File: src/rtl/fp_mul_pipe_param_pkg.sv
`default_nettype none
// ============================================================================
//  Module      : fp_mul_pipe_param_pkg
//  Description : Shared types and helpers for the parametrised FP datapath:
//                rounding-mode encoding, operand classification, exception
//                flags and the per-mode round-increment decision.
//  Revision    : 1.0  initial release
// ============================================================================
package fp_mul_pipe_param_pkg;

  typedef enum logic [2:0] {
    RM_RNE = 3'd0,
    RM_RTZ = 3'd1,
    RM_RDN = 3'd2,
    RM_RUP = 3'd3,
    RM_RMM = 3'd4
  } rmode_e;

  typedef struct packed {
    logic zero;
    logic inf;
    logic qnan;
    logic snan;
    logic denorm;
  } fp_class_t;

  typedef struct packed {
    logic overflow;
    logic underflow;
    logic inexact;
    logic invalid;
  } fp_flags_t;

  // Unused encodings 5-7 fall back to round-to-nearest-even.
  function automatic rmode_e decode_rm(input logic [2:0] code);
    rmode_e rm;
    case (code)
      3'd1:    rm = RM_RTZ;
      3'd2:    rm = RM_RDN;
      3'd3:    rm = RM_RUP;
      3'd4:    rm = RM_RMM;
      default: rm = RM_RNE;
    endcase
    return rm;
  endfunction

  // Decide whether the kept significand is bumped by one ulp.
  function automatic logic round_up(input rmode_e rm, input logic sign, input logic lsb,
                                    input logic guard, input logic rnd, input logic sticky);
    logic inc;
    case (rm)
      RM_RTZ:  inc = 1'b0;
      RM_RDN:  inc = sign & (guard | rnd | sticky);
      RM_RUP:  inc = !sign & (guard | rnd | sticky);
      RM_RMM:  inc = guard;
      default: inc = guard & (rnd | sticky | lsb);
    endcase
    return inc;
  endfunction

endpackage
`default_nettype wire

File: src/rtl/fp_round_norm.sv
`default_nettype none
// ============================================================================
//  Module      : fp_round_norm
//  Description : Combinational normalise + round of a raw significand product.
//                Single-step normalisation (product in [1,4)), guard/round/
//                sticky extraction and rounding with carry into the exponent.
//  Revision    : 1.0  initial release
// ============================================================================
module fp_round_norm
  import fp_mul_pipe_param_pkg::*;
#(
  parameter int EXP_W = 8,
  parameter int MAN_W = 23
) (
  input  logic [2*MAN_W+1:0] prod,
  input  logic [EXP_W+1:0]   exp_in,
  input  logic               sign,
  input  rmode_e             rm,
  output logic [MAN_W-1:0]   frac,
  output logic [EXP_W+1:0]   exp_out,
  output logic               inexact
);

  localparam int PW = 2 * MAN_W + 2;
  localparam int XW = EXP_W + 2;

  logic          w_msb;
  logic [PW-1:0] w_norm;
  logic [MAN_W:0] w_keep;
  logic          w_guard;
  logic          w_rnd;
  logic          w_sticky;
  logic          w_inc;
  logic          w_carry;

  // A product in [2,4) is shifted right by one; left-aligning the [1,2) case
  // instead lets both cases share the same bit slices below.
  assign w_msb    = prod[PW-1];
  assign w_norm   = w_msb ? prod : (prod << 1);
  assign w_keep   = w_norm[PW-1:MAN_W+1];
  assign w_guard  = w_norm[MAN_W];
  assign w_rnd    = w_norm[MAN_W-1];
  assign w_sticky = |w_norm[MAN_W-2:0];

  assign w_inc   = round_up(rm, sign, w_keep[0], w_guard, w_rnd, w_sticky);
  // Rounding carries out only when every kept bit is one; the fraction then wraps to zero.
  assign w_carry = w_inc & (&w_keep);

  assign frac    = w_keep[MAN_W-1:0] + MAN_W'(w_inc);
  assign exp_out = exp_in + XW'(w_msb) + XW'(w_carry);
  assign inexact = w_guard | w_rnd | w_sticky;

endmodule
`default_nettype wire

File: src/rtl/fp_mul_pipe_param.sv
`default_nettype none
// ============================================================================
//  Module      : fp_mul_pipe_param
//  Description : Four-stage pipelined IEEE-754 multiplier for any EXP_W/MAN_W
//                format. S1 classify, S2 multiply, S3 normalise/round,
//                S4 pack + flags. Valid/ready backpressure stalls all stages.
//  Revision    : 1.0  initial release
// ============================================================================
module fp_mul_pipe_param
  import fp_mul_pipe_param_pkg::*;
#(
  parameter  int EXP_W = 8,
  parameter  int MAN_W = 23,
  localparam int W     = 1 + EXP_W + MAN_W
) (
  input  logic         clk,
  input  logic         rst,
  input  logic         in_valid,
  output logic         in_ready,
  input  logic [W-1:0] in1,
  input  logic [W-1:0] in2,
  input  logic [2:0]   rounding_mode,
  output logic         out_valid,
  input  logic         out_ready,
  output logic [W-1:0] out,
  output logic         overflow,
  output logic         underflow,
  output logic         inexact,
  output logic         invalid_operation
);

  localparam int BIAS = 2**(EXP_W-1) - 1;
  localparam int XW   = EXP_W + 2;
  localparam int PW   = 2 * MAN_W + 2;
  localparam logic [XW-1:0] BIAS_X  = XW'(BIAS);
  localparam logic [XW-1:0] EXP_MAX = XW'(2**EXP_W - 1);
  localparam logic [W-1:0]  QUIET_BIT  = {{(EXP_W+1){1'b0}}, 1'b1, {(MAN_W-1){1'b0}}};
  localparam logic [W-1:0]  QNAN_CANON = {1'b0, {EXP_W{1'b1}}, 1'b1, {(MAN_W-1){1'b0}}};

  function automatic fp_class_t classify(input logic [W-1:0] x);
    fp_class_t c;
    logic [EXP_W-1:0] e;
    logic [MAN_W-1:0] m;
    e = x[W-2:MAN_W];
    m = x[MAN_W-1:0];
    c.zero   = (e == '0) && (m == '0);
    c.denorm = (e == '0) && (m != '0);
    c.inf    = (&e) && (m == '0);
    c.qnan   = (&e) && m[MAN_W-1];
    c.snan   = (&e) && (m != '0) && !m[MAN_W-1];
    return c;
  endfunction

  // ---------------- handshake ----------------
  logic w_adv;
  logic r_out_valid;
  assign w_adv    = !r_out_valid | out_ready;
  assign in_ready = w_adv;

  // ---------------- S1 classify (combinational front end) ----------------
  fp_class_t  w_c1, w_c2;
  logic       w_nan1, w_nan2, w_z1, w_z2, w_zero_inf, w_special, w_invalid, w_sign;
  logic [W-1:0] w_spec_res;

  assign w_c1       = classify(in1);
  assign w_c2       = classify(in2);
  assign w_nan1     = w_c1.qnan | w_c1.snan;
  assign w_nan2     = w_c2.qnan | w_c2.snan;
  // Denormals are flushed, so they behave as zero everywhere below.
  assign w_z1       = w_c1.zero | w_c1.denorm;
  assign w_z2       = w_c2.zero | w_c2.denorm;
  assign w_zero_inf = (w_z1 & w_c2.inf) | (w_c1.inf & w_z2);
  assign w_special  = w_nan1 | w_nan2 | w_c1.inf | w_c2.inf | w_z1 | w_z2;
  assign w_invalid  = w_c1.snan | w_c2.snan | w_zero_inf;
  assign w_sign     = in1[W-1] ^ in2[W-1];

  // Special-case result in priority order: NaN1, NaN2, 0*inf, inf, zero.
  always_comb begin
    w_spec_res = {w_sign, {(W-1){1'b0}}};
    if (w_nan1)
      w_spec_res = in1 | QUIET_BIT;
    else if (w_nan2)
      w_spec_res = in2 | QUIET_BIT;
    else if (w_zero_inf)
      w_spec_res = QNAN_CANON;
    else if (w_c1.inf | w_c2.inf)
      w_spec_res = {w_sign, {EXP_W{1'b1}}, {MAN_W{1'b0}}};
  end

  // ---------------- pipeline registers ----------------
  logic             r_s1_valid, r_s2_valid, r_s3_valid;
  logic             r_s1_sign, r_s2_sign, r_s3_sign;
  logic             r_s1_special, r_s2_special, r_s3_special;
  logic             r_s1_invalid, r_s2_invalid, r_s3_invalid;
  logic [W-1:0]     r_s1_spec_res, r_s2_spec_res, r_s3_spec_res;
  rmode_e           r_s1_rm, r_s2_rm, r_s3_rm;
  logic [EXP_W-1:0] r_s1_e1, r_s1_e2;
  logic [MAN_W-1:0] r_s1_f1, r_s1_f2;
  logic [PW-1:0]    r_s2_prod;
  logic [XW-1:0]    r_s2_exp, r_s3_exp;
  logic [MAN_W-1:0] r_s3_frac;
  logic             r_s3_inexact;
  logic [W-1:0]     r_out;
  fp_flags_t        r_flags;

  logic [MAN_W-1:0] w_rn_frac;
  logic [XW-1:0]    w_rn_exp;
  logic             w_rn_inexact;

  fp_round_norm #(
    .EXP_W (EXP_W),
    .MAN_W (MAN_W)
  ) u_round_norm (
    .prod    (r_s2_prod),
    .exp_in  (r_s2_exp),
    .sign    (r_s2_sign),
    .rm      (r_s2_rm),
    .frac    (w_rn_frac),
    .exp_out (w_rn_exp),
    .inexact (w_rn_inexact)
  );

  // ---------------- S4 pack + flags (combinational) ----------------
  logic [W-1:0] w_pack_res;
  fp_flags_t    w_pack_flags;
  logic         w_to_max;

  // Special ops bypass the arithmetic; otherwise overflow/underflow/normal packing.
  always_comb begin
    w_pack_res   = '0;
    w_pack_flags = '0;
    w_to_max     = 1'b0;
    if (r_s3_special) begin
      w_pack_res           = r_s3_spec_res;
      w_pack_flags.invalid = r_s3_invalid;
    end else if (!r_s3_exp[XW-1] && (r_s3_exp >= EXP_MAX)) begin
      w_pack_flags.overflow = 1'b1;
      w_pack_flags.inexact  = 1'b1;
      case (r_s3_rm)
        RM_RTZ:  w_to_max = 1'b1;
        RM_RDN:  w_to_max = !r_s3_sign;
        RM_RUP:  w_to_max = r_s3_sign;
        default: w_to_max = 1'b0;
      endcase
      w_pack_res = w_to_max ? {r_s3_sign, {(EXP_W-1){1'b1}}, 1'b0, {MAN_W{1'b1}}}
                            : {r_s3_sign, {EXP_W{1'b1}}, {MAN_W{1'b0}}};
    end else if (r_s3_exp[XW-1] || (r_s3_exp == '0)) begin
      w_pack_res             = {r_s3_sign, {(W-1){1'b0}}};
      w_pack_flags.underflow = 1'b1;
      w_pack_flags.inexact   = 1'b1;
    end else begin
      w_pack_res           = {r_s3_sign, r_s3_exp[EXP_W-1:0], r_s3_frac};
      w_pack_flags.inexact = r_s3_inexact;
    end
  end

  // Valid bits: cleared by reset, shifted in lockstep whenever the pipe advances.
  always_ff @(posedge clk) begin
    if (rst) begin
      r_s1_valid  <= 1'b0;
      r_s2_valid  <= 1'b0;
      r_s3_valid  <= 1'b0;
      r_out_valid <= 1'b0;
    end else if (w_adv) begin
      r_s1_valid  <= in_valid;
      r_s2_valid  <= r_s1_valid;
      r_s3_valid  <= r_s2_valid;
      r_out_valid <= r_s3_valid;
    end
  end

  // Datapath stages S1-S3 advance together; contents of bubbles are don't-care.
  always_ff @(posedge clk) begin
    if (w_adv) begin
      r_s1_sign     <= w_sign;
      r_s1_special  <= w_special;
      r_s1_invalid  <= w_invalid;
      r_s1_spec_res <= w_spec_res;
      r_s1_rm       <= decode_rm(rounding_mode);
      r_s1_e1       <= in1[W-2:MAN_W];
      r_s1_e2       <= in2[W-2:MAN_W];
      r_s1_f1       <= in1[MAN_W-1:0];
      r_s1_f2       <= in2[MAN_W-1:0];

      r_s2_sign     <= r_s1_sign;
      r_s2_special  <= r_s1_special;
      r_s2_invalid  <= r_s1_invalid;
      r_s2_spec_res <= r_s1_spec_res;
      r_s2_rm       <= r_s1_rm;
      r_s2_prod     <= PW'({1'b1, r_s1_f1}) * PW'({1'b1, r_s1_f2});
      r_s2_exp      <= {2'b00, r_s1_e1} + {2'b00, r_s1_e2} - BIAS_X;

      r_s3_sign     <= r_s2_sign;
      r_s3_special  <= r_s2_special;
      r_s3_invalid  <= r_s2_invalid;
      r_s3_spec_res <= r_s2_spec_res;
      r_s3_rm       <= r_s2_rm;
      r_s3_frac     <= w_rn_frac;
      r_s3_exp      <= w_rn_exp;
      r_s3_inexact  <= w_rn_inexact;
    end
  end

  // Output register: held while the consumer stalls, zeroed by reset.
  always_ff @(posedge clk) begin
    if (rst) begin
      r_out   <= '0;
      r_flags <= '0;
    end else if (w_adv) begin
      r_out   <= w_pack_res;
      r_flags <= w_pack_flags;
    end
  end

  assign out_valid         = r_out_valid;
  assign out               = r_out;
  assign overflow          = r_flags.overflow;
  assign underflow         = r_flags.underflow;
  assign inexact           = r_flags.inexact;
  assign invalid_operation = r_flags.invalid;

endmodule
`default_nettype wire

File: config.mk
export PLATFORM = sky130hd
export DESIGN_NAME = fp_mul_pipe_param
export DESIGN_NICKNAME = d
export VERILOG_FILES = /design/src/rtl/fp_mul_pipe_param_pkg.sv /design/src/rtl/fp_round_norm.sv /design/src/rtl/fp_mul_pipe_param.sv
export SDC_FILE = /design/constraint.sdc
export NUM_CORES = 2
export LEC_CHECK = 0
export BUFFER_PORTS_ARGS = -buffer_cell sky130_fd_sc_hd__buf_2
export CAP_MARGIN = 20
export CORE_AREA = 2 2 282 284
export CTS_BUF_LIST = sky130_fd_sc_hd__clkbuf_8
export CTS_CLUSTER_DIAMETER = 60
export DETAILED_ROUTE_END_ITERATION = 10
export DIE_AREA = 0 0 284 286
export GPL_ROUTABILITY_DRIVEN = 0
export PLACE_DENSITY = 0.62
export SETUP_SLACK_MARGIN = 0.02
export SKIP_LAST_GASP = 1
export SLEW_MARGIN = 10
export SYNTH_ARGS = -nofsm -noshare
export SYNTH_HDL_FRONTEND = slang
export SYNTH_HIERARCHICAL = 1
export SYNTH_SLANG_ARGS = --single-unit
File: constraint.sdc
create_clock -name clk -period 28.8 [get_ports clk]
set_clock_uncertainty 0.05 [all_clocks]
set_input_delay 7.2 -clock clk [delete_from_list [all_inputs] [get_ports clk]]
set_output_delay 7.2 -clock clk [all_outputs]
set_load 0.1 [all_outputs]
==> flow_summary.rst <==
.. list-table::
   :header-rows: 1

   * - Metric
     - Value
   * - Worst min-delay path startpoint
     - r_s2_spec_res[11]$_DFFE_PP_
   * - Total GRT Usage
     - 20.23%
   * - Area growth from synthesis to layout
     - 8.668%
   * - Final-report hold violation count
     - 0
   * - Number of DRC violations after detailed routing
     - 0
   * - Sequential cell area
     - 8848 um2
   * - Async set-reset flop share out of synthesis
     - 0%
   * - Hold-critical path depth
     - 0
   * - Sum of negative setup slack
     - 0 ns
   * - I/O pins
     - 109
   * - Setup CP Type
     - input pin to output pin
   * - Area of the mapped netlist
     - 31060 um2
   * - Data arrival at the endpoint of the critical path
     - 8.59 ns
   * - Yosys warning total
     - 6
   * - Total die area
     - 81220 um2
   * - Maximum number of pins on one net before global-route repair
     - 147
   * - Logic depth of the worst register-to-register path
     - 22
   * - Status
     - completed
   * - Post-Synthesis Net Count
     - 3775
   * - Synth Register Bits
     - 308
   * - Post-route fraction of the period consumed by the critical path
     - 55.01%
   * - CP Max Fanout
     - 146
   * - Clock insertion delay at the later pin of the skew report
     - 0.58 ns
   * - Quantity of hold-fixing buffers added after cts
     - 0
   * - Synth cell types
     - 75
   * - Worst Tran Pin Value
     - 1.127 ns
   * - Combined area of the multi-input logic cells
     - 19250 um2
   * - Post-CTS sizing
     - 0
   * - Flop2flop setup slack
     - 20.64 ns
   * - Setup repair after global routing missed its margin
     - no
   * - Total overflow reported by the global router
     - 0
   * - Wire length of the first global-routing pass
     - 126.3 mm
   * - Prevailing post-synth register cell
     - edfxtp_1
   * - Maximum capacitance violations
     - 0
   * - Initial antenna violation count
     - 10
   * - Nature of the critical path startpoint
     - input pin
   * - Overall routed net length
     - 80.68 mm
   * - Portion of the post-synthesis area used by sequential elements
     - 28.49%
   * - Effective utilization at floorplan
     - 39.64%
   * - Type of the tightest min-delay check
     - register to register
   * - Number of enable-type register cells in the synthesized netlist
     - 268
   * - Nature of the critical path endpoint
     - output pin
   * - Via count
     - 21160
   * - Clock Sinks
     - 308
   * - End point of the worst hold path
     - r_s3_spec_res[11]$_DFFE_PP_
   * - Post-Syn Instances
     - 3029
   * - Floorplan core area
     - 78360 um2
   * - CTS tree
     - built
   * - Worst Path Required
     - 21.55 ns
   * - Placed wire-length estimate after detailed placement
     - 59.42 mm
   * - Post-CTS Repair Setup Buffers
     - 0
   * - PortBufs
     - 108
   * - Leading cell types in the layout, fill and taps excluded
     - inv_1, fa_1, nand2_1
   * - H-Tree Depth
     - 2
   * - Average detailed-routed wire length per instance
     - 19.29 um
   * - Count of final setup violators
     - 0
   * - Fraction of layout instances using a drive strength above 1
     - 8.371%
   * - Final Max Tran Viols
     - 0
   * - Num rows
     - 103
   * - R2r startpoint
     - r_s1_f2[12]$_DFFE_PP_
   * - Number of vias per cell
     - 5.058
   * - Die height
     - 286 um
   * - Count of filler cells inserted in the layout
     - 7637
   * - Vias in the first global route
     - 21870
   * - Clock transition time at the flip-flop clock pins of the worst setup and hold paths
     - 0.06 ns
   * - Length of the first detailed-routing pass in iterations
     - 5
   * - Worst max-slew margin expressed relative to the limit
     - 24.87%
   * - Deepest clock path buffer count
     - 3
   * - Number of clock buffers inserted by TritonCTS
     - 49
   * - Fmax
     - 63.12 MHz
   * - Clock root buffer master
     - clkbuf_8
   * - Final ANT Viol Nets
     - 0
   * - Net count, final
     - 3835
   * - Most common cell after layout, fill and taps aside
     - inv_1
   * - End of the worst register-to-register path
     - r_s2_prod[46]$_DFFE_PP_
   * - DRC marker count from the first detailed-route iteration
     - 1652
   * - Minimum period implied by the final worst setup slack
     - 15.84 ns
   * - Horizontal die dimension
     - 284 um
   * - Post-Synthesis Mean Instance Area
     - 10.26 um2
## worst max-delay path by stage
stage,startpoint,endpoint,slack [ns]
after CTS,out_ready,in_ready,12.93
after detailed placement,out_ready,in_ready,12.94
after global placement,out_ready,in_ready,12.94
after floorplan,out_ready,in_ready,6.01
final,out_ready,in_ready,12.96
after global routing,out_ready,in_ready,12.85
## critical path: stages
cell and delay [ns]:
buf_2 0.10, nor2b_4 0.05, inv_8 0.58, buf_2 0.57
## registers in the layout, indices dropped and copies added (netlist names), 3 cells and up
name           count
r_s1_e1            8
r_s2_rm            3
r_s1_rm            3
r_s1_e2            8
r_s3_rm            3
out               32
r_s2_exp          10
r_s2_spec_res     32
r_s1_f2           23
r_s2_prod         48
r_s3_frac         23
r_s1_f1           23
r_s3_spec_res     32
r_s1_spec_res     32
r_s3_exp          10
## routing by layer
layer	routed length (um)	GRT usage (%)	part of all wire [%]	vias up
li1	-	-	-	9619
met1	34410	27.45	43	10720
met2	37820	33.08	47	676
met3	5703	3.373	7.1	135
met4	2708	6.803	3.4	6
met5	37	0	0.046	-
## stage by stage
step                      hold slack (ns)  setup slack (ns)  area (um2)  std cells  utilization, %
after CTS                          0.3438             12.93       33720       4178           43.03
after global routing               0.3507             12.85       33750       4181           43.07
final                              0.3598             12.96       33760       4183           43.08
after detailed placement           0.3545             12.94       32730       4086           41.77
after floorplan                    0.3503             6.007       31060       3029               -
after global placement             0.3501             12.94       32710       4085           41.75
## cells by family after synthesis
group	Yosys count	share of synthesized area [%]
AO/OA/AOI/OAI	296	6.505
XOR/XNOR	77	2.171
adder cells (fa/ha/maj)	675	38.89
buffers and inverters	788	9.623
flip-flops	308	28.49
multiplexers	13	0.4390
AND/OR/NAND/NOR	872	13.89
## Yosys cell counts (6+ instances only)
cell type    n  area share (%)
inv_1      636             7.7
fa_1       484              31
nand2_1    350             4.2
edfxtp_1   268              26
and2_1     249             5.0
ha_1       191             7.7
clkbuf_1   128             1.5
nor2_1     108             1.3
a21oi_1    100             1.6
dfxtp_1     40             2.6
xnor2_1     40             1.1
xor2_1      37             1.0
o21ai_0     35            0.56
nand3_1     33            0.53
nand4_1     30            0.60
a21o_1      25            0.60
a221oi_1    24            0.68
a22o_1      20            0.56
nor4_1      20            0.40
nor3_1      18            0.29
a211oi_1    16            0.39
buf_2       13            0.21
nor2b_1     13            0.26
o21bai_1    11            0.27
mux2i_1     10            0.32
o21a_1      10            0.24
or2_2       10            0.20
a311oi_1     9            0.25
and3_1       8            0.16
o311ai_0     7            0.20
buf_1        6           0.072
nand2b_1     6            0.12
## cell type report
| type | count | share of cell area, % |
|---|---|---|
| Multi-Input combinational cell | 1933 | 57.03 |
| Timing Repair Buffer | 158 | 2.780 |
| Tap cell | 1050 | 3.892 |
| Antenna cell | 3 | 0.02224 |
| Clock inverter | 37 | 0.6968 |
| Clock buffer | 55 | 2.242 |
| Sequential cell | 308 | 26.21 |
| Inverter | 639 | 7.128 |
Power is left out: the tool's default activity adds up to more than one toggle a clock period on the data nets, which glitch-free logic cannot reach.
